### src/rtl/mem_ctrl.sv
// -----------------------------------------------------------------------------
// mem_ctrl: backing-memory responder beneath the cache's memory bus.
// Accepts one request per cycle with no back-pressure. WRITEs update the word
// array immediately. READs capture the pre-edge word and carry it down a
// LATENCY-stage valid/data shift pipeline, so responses come back in order
// after a fixed latency.
//
// Ports:
//   clk       bus clock, all state updates on posedge
//   rst_n     asynchronous active-low reset (clears memory, pipeline, counters)
//   req_op    0 NOP, 1 READ, 2 WRITE, 3 reserved (behaves as NOP)
//   req_addr  word address of the request
//   req_data  write data, used only by WRITE
//   rsp_vld   one-cycle pulse per read response
//   rsp_data  read data; holds its last value while rsp_vld is low
//   rd_count  READs accepted since reset, 16-bit wrapping
//   wr_count  WRITEs accepted since reset, 16-bit wrapping
// -----------------------------------------------------------------------------
module mem_ctrl #(
    parameter int unsigned ADDR_WIDTH = 6,
    parameter int unsigned DATA_WIDTH = 8,
    parameter int unsigned LATENCY    = 3
) (
    input  logic                  clk,
    input  logic                  rst_n,
    input  logic [1:0]            req_op,
    input  logic [ADDR_WIDTH-1:0] req_addr,
    input  logic [DATA_WIDTH-1:0] req_data,
    output logic                  rsp_vld,
    output logic [DATA_WIDTH-1:0] rsp_data,
    output logic [15:0]           rd_count,
    output logic [15:0]           wr_count
);

    localparam int unsigned DEPTH = 1 << ADDR_WIDTH;
    localparam int unsigned CNT_W = 16;
    localparam logic [1:0]  OP_READ  = 2'd1;
    localparam logic [1:0]  OP_WRITE = 2'd2;

    // Elaboration-time guard on the pipeline depth.
    if (LATENCY < 1 || LATENCY > 16) begin : g_bad_latency
        $fatal(1, "mem_ctrl: LATENCY must be in 1..16");
    end

    logic [DATA_WIDTH-1:0] mem_q  [DEPTH];
    logic [DATA_WIDTH-1:0] mem_d  [DEPTH];
    logic                  vld_q  [LATENCY];
    logic                  vld_d  [LATENCY];
    logic [DATA_WIDTH-1:0] data_q [LATENCY];
    logic [DATA_WIDTH-1:0] data_d [LATENCY];
    logic [CNT_W-1:0]      rd_count_q, rd_count_d;
    logic [CNT_W-1:0]      wr_count_q, wr_count_d;
    logic                  is_rd_c;
    logic                  is_wr_c;

    // Next-state: memory write, read pipeline shift, request counters.
    always_comb begin
        is_rd_c    = (req_op == OP_READ);
        is_wr_c    = (req_op == OP_WRITE);
        mem_d      = mem_q;
        vld_d      = vld_q;
        data_d     = data_q;
        rd_count_d = rd_count_q;
        wr_count_d = wr_count_q;

        if (is_wr_c) begin
            mem_d[req_addr] = req_data;
            wr_count_d      = wr_count_q + CNT_W'(1);
        end

        // Stage 0 samples the array before this edge's write lands, so a
        // WRITE issued later never disturbs a READ already in flight.
        vld_d[0] = is_rd_c;
        if (is_rd_c) begin
            data_d[0]  = mem_q[req_addr];
            rd_count_d = rd_count_q + CNT_W'(1);
        end

        // Data stages only load behind a valid, so the last stage (rsp_data)
        // holds the most recent response through idle cycles.
        for (int i = 1; i < int'(LATENCY); i++) begin
            vld_d[i] = vld_q[i-1];
            if (vld_q[i-1]) begin
                data_d[i] = data_q[i-1];
            end
        end
    end

    // State registers; reset discards in-flight reads and clears the array.
    always_ff @(posedge clk or negedge rst_n) begin
        if (!rst_n) begin
            for (int i = 0; i < int'(DEPTH); i++) begin
                mem_q[i] <= '0;
            end
            for (int i = 0; i < int'(LATENCY); i++) begin
                vld_q[i]  <= 1'b0;
                data_q[i] <= '0;
            end
            rd_count_q <= '0;
            wr_count_q <= '0;
        end else begin
            mem_q      <= mem_d;
            vld_q      <= vld_d;
            data_q     <= data_d;
            rd_count_q <= rd_count_d;
            wr_count_q <= wr_count_d;
        end
    end

    assign rsp_vld  = vld_q[LATENCY-1];
    assign rsp_data = data_q[LATENCY-1];
    assign rd_count = rd_count_q;
    assign wr_count = wr_count_q;

endmodule
### config.mk
export PLATFORM = sky130hd
export DESIGN_NAME = mem_ctrl
export DESIGN_NICKNAME = d
export VERILOG_FILES = /design/src/rtl/mem_ctrl.sv
export SDC_FILE = /design/constraint.sdc
export NUM_CORES = 1
export LEC_CHECK = 0
export ABC_AREA = 0
export CELL_PAD_IN_SITES_DETAIL_PLACEMENT = 0
export CELL_PAD_IN_SITES_GLOBAL_PLACEMENT = 1
export CORE_MARGIN = 3
export CORE_UTILIZATION = 57
export CTS_CLUSTER_DIAMETER = 80
export DETAILED_ROUTE_END_ITERATION = 8
export HOLD_SLACK_MARGIN = 0.02
export PLACE_DENSITY = 0.83
export SYNTH_ARGS = -nofsm -noshare
export SYNTH_HDL_FRONTEND = slang
export SYNTH_SLANG_ARGS = --single-unit
### constraint.sdc
create_clock -name clk -period 4 [get_ports clk]
set_input_delay 0.6 -clock clk [delete_from_list [all_inputs] [get_ports clk]]
set_output_delay 0.6 -clock clk [all_outputs]
set_load 0.1 [all_outputs]
### After elaboration in Yosys (flattened, before gate mapping)

Index checks and enable logic that the tools add are counted.

* add/sub/neg operators: 2
* $lt $le $gt $ge: 2
* equal/unequal tests: 2
* multiplexer cells: 6
* bitwise logic cells: 1
* reduce and logical (&&, ||, !) cells: 1

Operators by type and width (count)
* $bwmux 512: 1
* $bmux 8 s6: 1
* $demux 8 s6: 1
* $add 16x1->16 const B: 2
* $mux 8: 3
* $ge 7x7->1 const B: 1
* $lt 7x1->1 const B: 1
* $not 6->7: 1
* $eq 2x1->1 const B: 1
* $eq 2x2->1 const B: 1
* $logic_and 1x1->1: 1

* register bits: 571
* bits of input ports: 18

### Logic depth before layout (Yosys ltp)

Gate-level depths: netlist (run 1).

* depth after elaboration: 6
* depth in mapped cells: 10
* mapped depth without buffers: 6

### Worst setup path after synthesis (run 1)

Ideal clock, no wire load.

* path type: input to register
* start: input req_addr[0]
* end: register data_q[18] (netlist name)
* setup time: 121 ps
* arrival time: 2265 ps
* required time: 3879 ps
* setup slack: 1614 ps
* stages on the path: 9
* path through: clkbuf_1 > buf_4 > buf_2 > mux4_2 > mux2i_1 > o22ai_1 > nor2_1 > nand2_1 > o22a_1

* cells in the longest elaborated chain, start to end: 4

Ends and longest elaborated chain
* from (decl): line 27 `input logic [ADDR_WIDTH-1:0] req_addr,`
* $not 6->7 (implied by the code): line 75 `data_d[0] = mem_q[req_addr];`
* $bmux 8 s6: line 75
* $mux 8 (implied by the code) (2 in series): line 75
* to (signal assigned): line 104 `data_q <= data_d;`
* to (decl): line 49 `logic [DATA_WIDTH-1:0] data_q [LATENCY];`

Every way passes these cells. The select of a mux whose other input is x is not followed.
A chain may end at the register's enable or synchronous reset.

### Worst setup path after layout (run 1)

* start: register wr_count_q[10] (netlist: wr_count[10])
* end: output wr_count[10]

RTL lines
* from (decl): line 52 `logic [CNT_W-1:0] wr_count_q, wr_count_d;`
* from (signal assigned): line 106 `wr_count_q <= wr_count_d;`
* to (decl): line 32 `output logic [15:0] wr_count`

No word-level cell between the ends.

==> out/results.tsv, run 1 <==
stage	metric	value	unit
timing	drv_slew	0	
layout	seq_area	14300	um2
synth	synthArstFlopShare	100	%
routing	routed_wl	66800	um
synth	syn_nets	1858	
worst_setup_path	arrival	2.22	ns
floorplanning	std_cell_rows	77	
timing	grt_setup_unrepaired	false	
synth	synth_edf_count	0	
worst_setup_path	reg2reg_depth	6	
floorplanning	die-width	220	um
layout	fin_cells	2518	
power	leakage	13.8	nW
placed_design	place_inst	2415	
layout	syn_to_final_growth	11.9	%
placed_design	port_buffers	58	
routing	via_per_inst	6.33	
global_route	grt_pass1_vias	16600	
worst_setup_path	crit_type	reg2out	
floorplanning	die-area	48400	um2
placed_design	dpl.hpwl	43000	um
layout	fin_util	65.3	%
power	power_frac_clock	37.8	%
timing	max_freq	0.354	GHz
cts	htreeDepth	2	
routing	initialDrtViolationCount	1347	
layout	nFillCells	3294	
global_route	grt_antenna_before_repair	6	
routing	drt_pass1_iterations	5	
global_route	use_met2	45.9	%
synth	seq_area_frac_synth	54.7	%
timing	setup-violations-final	0	
cts	ctsResizeCount	0	
timing	tightest_slew	0.995	ns
worst_setup_path	crit_required	3.40	ns
power	power.net_switching	0.00389	W
synth	ys_ff_latch	571	
layout	mostFrequentLayoutCell	dfrtp_1	
global_route	gr-usage-met3	4.45	%
routing	drc_errors	0	
synth	syn_avg_cell_area	14.2	um2
cts	cts-buffers-inserted	57	
synth	synth_cells	1838	
timing	fin_tns_setup	0	ns
timing	fin_crit	2.82	ns
worst_setup_path	cp_max_fo	6	
worst_setup_path	path_cells	clkdlybuf4s50_1	
cts	clk_path_buf_depth	3	
timing	clock_skew	0.0138	ns
timing	max_slew_margin	33.4	%
synth	netlist.area_leader.share	54.7	%
floorplanning	start_util	58.4	%
worst_setup_path	cp.depth	1	
routing	ant_nets	0	
power	seqPwrFrac	47.1	%
layout	drive_gt1_share	42.6	%
global_route	grt_pass1_wl	104000	um
cts	cts_setup_buffers	0	
synth	synth_area	26100	um2
floorplanning	io-pin-count	59	
layout	num-nets-final	1902	
floorplanning	dieHeight	220	um
power	power	0.0141	W
outcome	outcome	finished clean	
timing	post-route-period-util	70.6	%
cts	cts_hold_buffers	0	
global_route	grt_usage	28.5	%
global_route	gr-max-usage-layer	met2	
worst_hold_path	hold_class	in2async	
synth	yosys.area.top_type	dfrtp_1	
power	p_int	0.0102	W
layout	diodes	0	
global_route	grt-ovfl-total	0	
layout	final_cell_mix	571 x dfrtp_1, 534 x mux2_2, 118 x mux2i_1	
synth	ys_top_cells_by_area	dfrtp_1 55%, mux2_2 23%, mux4_2 4.7%	
cts	path_clk_slew	0.06	ns
synth	yosys_warnings	0	
synth	synth_cell_types	53	
power	p_per_area	483	nW/um2
worst_setup_path	critPathCaptureType	output pin	
global_route	met1_usage	40.1	%
timing	hold_viol_final	0	
worst_setup_path	start_kind	flip-flop	
cts	cts-root-buf	clkbuf_16	
layout	multiInputGateArea	11200	um2
floorplanning	coreArea	44700	um2
worst_setup_path	slowest_stage	clkdlybuf4s50_1	
placed_design	gp_congestion	0.862	
routing	avgRoutedWirePerCell	26.5	um
worst_setup_path	cpPeakStageDelay	1.17	ns
worst_setup_path	path_buf_inv	1	
worst_setup_path	crit_family	buffers and inverters	
synth	synth_flop_cell	dfrtp_1	
power	combinationalPowerShare	15.1	%
cts	clock_latency	0.61	ns
routing	vias	15900	
run	drv_cap	0	
cts	clock-sinks	571	
cts	cts_tree	done	
power	ir_drop	0.831	mV
power	swShare	27.5	%
global_route	grt_max_degree	92	
==> logic make-up after synthesis <==
kind of cell	Yosys count	share of synthesized area [%]
mux	722	32.9
compound gates	185	4.68
simple gates	185	4.04
fa+ha+maj	2	0.0958
flops	571	54.7
xor+xnor	30	1.01
buf+inv	143	2.54
==> state kept, by name, summed over array words and instances, names as in the netlist <==
signal and cells:
mem_q 512, data_q 16, rd_count 16, wr_count 16, rsp_data 8, vld_d 2, rsp_vld 1
==> power by group through the flow <==
stage               sequential (W)  clock (W)  combinational (W)
finish                     0.00664    0.00534            0.00213
global placement           0.00671          0            0.00209
CTS                        0.00664    0.00543            0.00214
floorplan                  0.00701          0            0.00120
global route               0.00670    0.00568            0.00227
detailed placement         0.00674          0            0.00213
==> synthesized netlist by cell type, drive strengths merged (6+ instances only) <==
cell	instances
mux4	54
mux2i	118
a211oi	22
and3	8
buf	60
mux2	550
a22oi	28
xor2	6
nand2	66
xnor2	24
a21oi	33
o21ai	31
o22ai	33
nor2	58
dfrtp	571
a221oi	13
clkbuf	78
nand4	10
nand3	15
==> stage by stage <==
stage / area [um2] / worst slack [ns] / hold WS (ns)
floorplan: 26100 / 1.61 / 0.304
global placement: 27400 / 0.797 / 0.463
detailed placement: 27400 / 0.760 / 0.474
CTS: 29200 / 1.14 / 0.0301
global route: 29200 / 1.12 / 0.0785
finish: 29200 / 1.18 / 0.0364
==> per-layer routing <==
metal	wire [um]	up-vias	part of all wire (%)
li1	-	6838	-
met1	29200	8508	44
met2	31700	445	47
met3	3820	135	5.7
met4	2080	6	3.1
met5	42	-	0.063
==> path summary, 6_finish.rpt <==
check	to	slack, ns	start
hold / removal	wr_count[12]	0.04	rst_n
max in group asynchronous	mem_q[348]	2.85	rst_n
hold reg to reg	rd_count[15]	0.48	rd_count[15]
setup / recovery	wr_count[10]	1.18	wr_count[10]
setup reg to reg	data_q[18]	1.95	mem_q[466]
min in group clk	mem_q[19]	0.29	req_data[3]
==> final cells by class <==
| cell class | instances | share of cell area, % |
|---|---|---|
| well taps | 592 | 2.54 |
| clock buffers | 92 | 5.88 |
| multi-input cells | 1124 | 38.2 |
| inverters | 5 | 0.0643 |
| flip-flops and latches | 571 | 48.9 |
| repair buffers | 123 | 3.92 |
| clock inverters | 11 | 0.467 |
Power figures use the tool's default switching activity.
==> run 2, diff against run 1 <==
CORE_UTILIZATION = 48   (was 57)
PLACE_DENSITY = 0.74   (was 0.83)
clock period = 2.5 ns   (was 4 ns; I/O delays follow)
==> out/results.tsv, run 2 (synthesis results as in run 1) <==
stage	metric	value	unit
layout	syn_to_final_growth	19.8	%
global_route	grt-ovfl-total	0	
worst_setup_path	arrival	2.49	ns
worst_setup_path	cp_max_fo	2	
placed_design	gp_congestion	0.832	
floorplanning	start_util	49.1	%
timing	tightest_slew	0.648	ns
timing	max_freq	0.504	GHz
worst_hold_path	hold_class	in2reg	
worst_setup_path	crit_type	reg2reg	
layout	final_cell_mix	571 x dfrtp_1, 534 x mux2_2, 204 x buf_4	
routing	avgRoutedWirePerCell	24.4	um
floorplanning	coreArea	53200	um2
timing	clock_skew	0.0162	ns
floorplanning	die-width	239	um
global_route	grt_pass1_wl	105000	um
routing	routed_wl	67800	um
layout	drive_gt1_share	49.6	%
layout	diodes	0	
outcome	outcome	finished clean	
worst_setup_path	crit_required	3.01	ns
placed_design	dpl.hpwl	45400	um
timing	setup-violations-final	0	
timing	fin_tns_setup	0	ns
global_route	grt_usage	24.1	%
cts	cts-buffers-inserted	59	
power	leakage	14.9	nW
layout	num-nets-final	2064	
cts	htreeDepth	2	
layout	largest_reg_flops	512	
cts	path_clk_slew	0.06	ns
cts	clock-sinks	571	
cts	clk_path_buf_depth	3	
timing	max_slew_margin	56.8	%
timing	fin_crit	1.98	ns
worst_hold_path	worstHoldPathCells	2	
worst_setup_path	path_cells	mux2_2 -> a22oi_1 -> o22ai_1 -> o21ai_0 -> nand4_1 -> buf_4 -> o22a_1	
floorplanning	dieHeight	239	um
run	drv_cap	0	
worst_hold_path	worstHoldEndpoint	mem_q[443]	
worst_setup_path	start_kind	flip-flop	
worst_setup_path	reg2reg_depth	7	
worst_setup_path	reg2reg_from	mem_q[157]	
global_route	grt_max_degree	65	
worst_setup_path	path_buf_inv	1	
cts	cts_tree	done	
timing	drv_slew	0	
worst_hold_path	min-delay-start	req_data[3]	
global_route	grt_antenna_before_repair	0	
timing	hold_viol_final	0	
worst_setup_path	cpPeakStageDelay	0.38	ns
routing	vias	16300	
placed_design	port_buffers	58	
floorplanning	io-pin-count	59	
power	p_per_area	745	nW/um2
routing	initialDrtViolationCount	1054	
floorplanning	std_cell_rows	84	
routing	via_per_inst	5.86	
timing	grt_setup_unrepaired	false	
power	power	0.0233	W
cts	clock_latency	0.61	ns
routing	drc_errors	0	
worst_setup_path	slowest_stage	dfrtp_1	
routing	drt_pass1_iterations	5	
worst_setup_path	crit_family	compound AO/OA/AOI/OAI gates	
cts	cts-root-buf	clkbuf_16	
power	ir_drop	0.738	mV
timing	post-route-period-util	79.3	%
worst_setup_path	r2r_slack	0.52	ns
worst_setup_path	regToRegEndpoint	data_q[21]	
routing	ant_nets	0	
worst_setup_path	critPathCaptureType	flip-flop	
floorplanning	die-area	57200	um2
layout	mostFrequentLayoutCell	dfrtp_1	
layout	top_register	mem_q	
global_route	grt_pass1_vias	17200	
## run 2: cell count changes in the layout (fill, tap and decap cells not counted), moves of 4 or more
cell | previous run | this run
clkdlybuf4s50_1 | 46 | 5
buf_4 | 58 | 204
buf_12 | 9 | 63
clkbuf_16 | 57 | 61
clkinvlp_4 | 1 | 8
clkbuf_8 | 16 | 11
clkinv_2 | 6 | 15
clkbuf_1 | 19 | 7
## run 2: layout make-up
class / count / area (um2)
fillers: 4158 / 21900
flip-flops and latches: 571 / 14300
clock inverters: 30 / 324
well taps: 688 / 861
clock buffers: 79 / 1700
multi-input cells: 1124 / 11200
repair buffers: 283 / 2920
inverters: 5 / 18.8
## run 2: per-layer routing
| layer | vias up | GRT usage, % | share of wire [%] |
|---|---|---|---|
| met3 | 113 | 3.97 | 4.6 |
| met1 | 8654 | 33.5 | 45 |
| met5 | - | 0 | 0 |
| met4 | 0 | 7.18 | 2.8 |
| li1 | 7196 | - | - |
| met2 | 330 | 39.1 | 48 |
## run 2: worst register-to-register path, delay by kind of cell, from the launching register on
kind | cells | cell delay (ns)
compound gates | 4 | 0.90
flops | 1 | 0.38
mux | 1 | 0.27
buf+inv | 1 | 0.18
simple gates | 1 | 0.14
## run 2: power by group
group	switching (W)	internal, W	total [W]
sequential	0.000508	0.0101	0.0106
combinational	0.00217	0.00142	0.00358
clock	0.00374	0.00539	0.00913
total	0.00641	0.0169	0.0233
## run 2: through the flow
step	hold slack (ns)	util, %	area [um2]	worst slack, ns	instances
floorplan	0.0794	-	26100	0.339	1838
global placement	0.393	55.0	29200	-0.0459	2670
detailed placement	0.394	55.0	29200	-0.0478	2670
CTS	0.215	58.8	31300	0.537	2780
global route	0.262	58.8	31300	0.441	2780
finish	0.225	58.8	31300	0.517	2780
## run 2: how the worst max path moves through the flow
stage,from,end,slack [ns],depth (start not counted)
floorplan,req_addr[0],data_q[18],0.34,9
detailed placement,req_addr[0],data_q[22],-0.05,7
CTS,mem_q[91],data_q[19],0.54,7
global placement,req_addr[0],data_q[22],-0.05,7
global route,mem_q[91],data_q[19],0.44,7
finish,mem_q[157],data_q[21],0.52,7
## run 2: repair_timing
item	CTS	global route
gates resized for setup	0	0
endpoints found under the hold margin	40	0
hold buffers	1	0
setup buffers	0	0
==> run 3, diff against run 2 <==
clock period = 1.61 ns   (was 2.5 ns; I/O delays follow)
==> out/results.tsv, run 3 (synthesis results as in run 1) <==
stage	metric	value	unit
cts	clock_latency	0.61	ns
layout	top_register	mem_q	
worst_setup_path	start_kind	flip-flop	
placed_design	port_buffers	58	
routing	initialDrtViolationCount	1138	
cts	cts-root-buf	clkbuf_16	
power	p_per_area	1130	nW/um2
run	drv_cap	0	
power	seqPwrFrac	44.7	%
timing	max_freq	0.520	GHz
routing	vias	16500	
layout	design_area	33000	um2
timing	clock_skew	0.00721	ns
cts	clock-sinks	571	
routing	drc_errors	0	
worst_setup_path	critPathCaptureType	flip-flop	
timing	tightest_slew	0.699	ns
worst_setup_path	crit_type	reg2reg	
placed_design	place_inst	2720	
worst_setup_path	arrival	2.41	ns
power	p_int	0.0272	W
layout	nFillCells	4011	
outcome	violations	setup timing	
worst_setup_path	cp_max_fo	2	
timing	timing.final.ws_setup	-0.313	ns
power	ir_drop	1.11	mV
routing	via_per_inst	5.82	
timing	drv_slew	0	
timing	fin_tns_setup	-1.33	ns
floorplanning	coreArea	53200	um2
timing	grt_setup_unrepaired	true	
floorplanning	dieHeight	239	um
placed_design	place_worst_setup_slack	-0.975	ns
worst_hold_path	hold_class	in2reg	
timing	hold_viol_final	0	
cts	path_clk_slew	0.06	ns
routing	drt_pass1_iterations	5	
placed_design	dpl_cell_area	30400	um2
timing	fin_crit	1.92	ns
floorplanning	start_util	49.1	%
layout	mostFrequentLayoutCell	dfrtp_1	
layout	num-nets-final	2121	
cts	cts-buffers-inserted	60	
placed_design	dpl.hpwl	48000	um
placed_design	gp_congestion	0.860	
timing	max_slew_margin	53.3	%
power	leakage	15.7	nW
layout	drive_gt1_share	54.3	%
floorplanning	die-width	239	um
cts	clk_path_buf_depth	3	
routing	routed_wl	69700	um
power	combinationalPowerShare	17.1	%
layout	final_cell_mix	547 x dfrtp_1, 532 x mux2_2, 203 x buf_4	
global_route	grt_pass1_vias	17600	
layout	syn_to_final_growth	26.4	%
layout	fin_cells	2838	
cts	cts_tree	done	
timing	setup-violations-final	8	
timing	post-route-period-util	119	%
global_route	grt_pass1_wl	109000	um
routing	ant_nets	0	
power	power_frac_clock	38.2	%
global_route	grt_antenna_before_repair	1	
global_route	grt_max_degree	80	
power	power.net_switching	0.0102	W
floorplanning	die-area	57200	um2
power	power	0.0374	W
floorplanning	std_cell_rows	84	
layout	largest_reg_flops	512	
global_route	grt-ovfl-total	0	
layout	multiInputGateArea	11800	um2
routing	avgRoutedWirePerCell	24.5	um
global_route	grt_usage	25.1	%
layout	seq_area	14300	um2
power	swShare	27.3	%
outcome	outcome	complete, but fails checks	
floorplanning	io-pin-count	59	
worst_setup_path	crit_required	2.10	ns
cts	htreeDepth	2	
layout	diodes	0	
run 3: layout make-up:
type / count / area share, %
Clock buffer: 89 / 5.37
Multi-Input combinational cell: 1124 / 35.7
Clock inverter: 22 / 0.796
Timing Repair Buffer: 339 / 12.1
Sequential cell: 571 / 43.4
Inverter: 5 / 0.0569
Tap cell: 688 / 2.61
run 3: stage by stage:
step	hold slack (ns)	utilization [%]
2_1_floorplan	-0.0541	-
3_3_place_gp	0.143	57.2
3_5_place_dp	0.143	57.2
4_1_cts	0.0768	61.6
5_1_grt	0.106	62.1
6_report	0.0997	62.1
run 3: final timing paths:
check | startpoint | endpoint | slack, ns | cells after the start
max in group asynchronous | rst_n | mem_q[84] | 0.73 | 4
min in group asynchronous | rst_n | wr_count[14] | 0.11 | 2
hold reg to reg | mem_q[494] | mem_q[494] | 0.50 | 1
setup reg to reg | mem_q[390] | data_q[22] | -0.31 | 5
setup / recovery | mem_q[390] | data_q[22] | -0.31 | 5
hold / removal | req_data[7] | mem_q[15] | 0.1 | 2
run 3: critical path: stages (launching register included):
cell,delay (ns)
dfrtp_1,0.37
mux4_2,0.49
o211ai_1,0.35
nand2_1,0.18
nor4bb_1,0.30
a31oi_1,0.11
run 3: per-layer routing:
metal | up-vias | share of wire, % | track usage [%]
met1 | 8715 | 43 | 33.9
met3 | 113 | 5.5 | 4.99
met5 | - | 0 | 0
li1 | 7312 | - | -
met2 | 376 | 48 | 41.3
met4 | 0 | 2.6 | 7.51
run 3: power groups by stage:
| stage | clock network [W] | registers [W] | logic, W |
|---|---|---|---|
| after global routing | 0.0151 | 0.0169 | 0.00679 |
| after global placement | 0 | 0.0168 | 0.00624 |
| after CTS | 0.0146 | 0.0167 | 0.00639 |
| final | 0.0143 | 0.0167 | 0.00640 |
| after floorplan | 0 | 0.0175 | 0.00308 |
| after detailed placement | 0 | 0.0169 | 0.00637 |
run 3: timing repair:
| action | 4_1_cts | 5_1_grt |
|---|---|---|
| hold endpoints to repair | 460 | 0 |
| hold buffers | 1 | 0 |
| gates cloned | 0 | 0 |
| endpoints found under the setup margin | 226 | 228 |
| resized for setup | 40 | 53 |
| pin swaps | 27 | 18 |
| setup buffers | 10 | 1 |
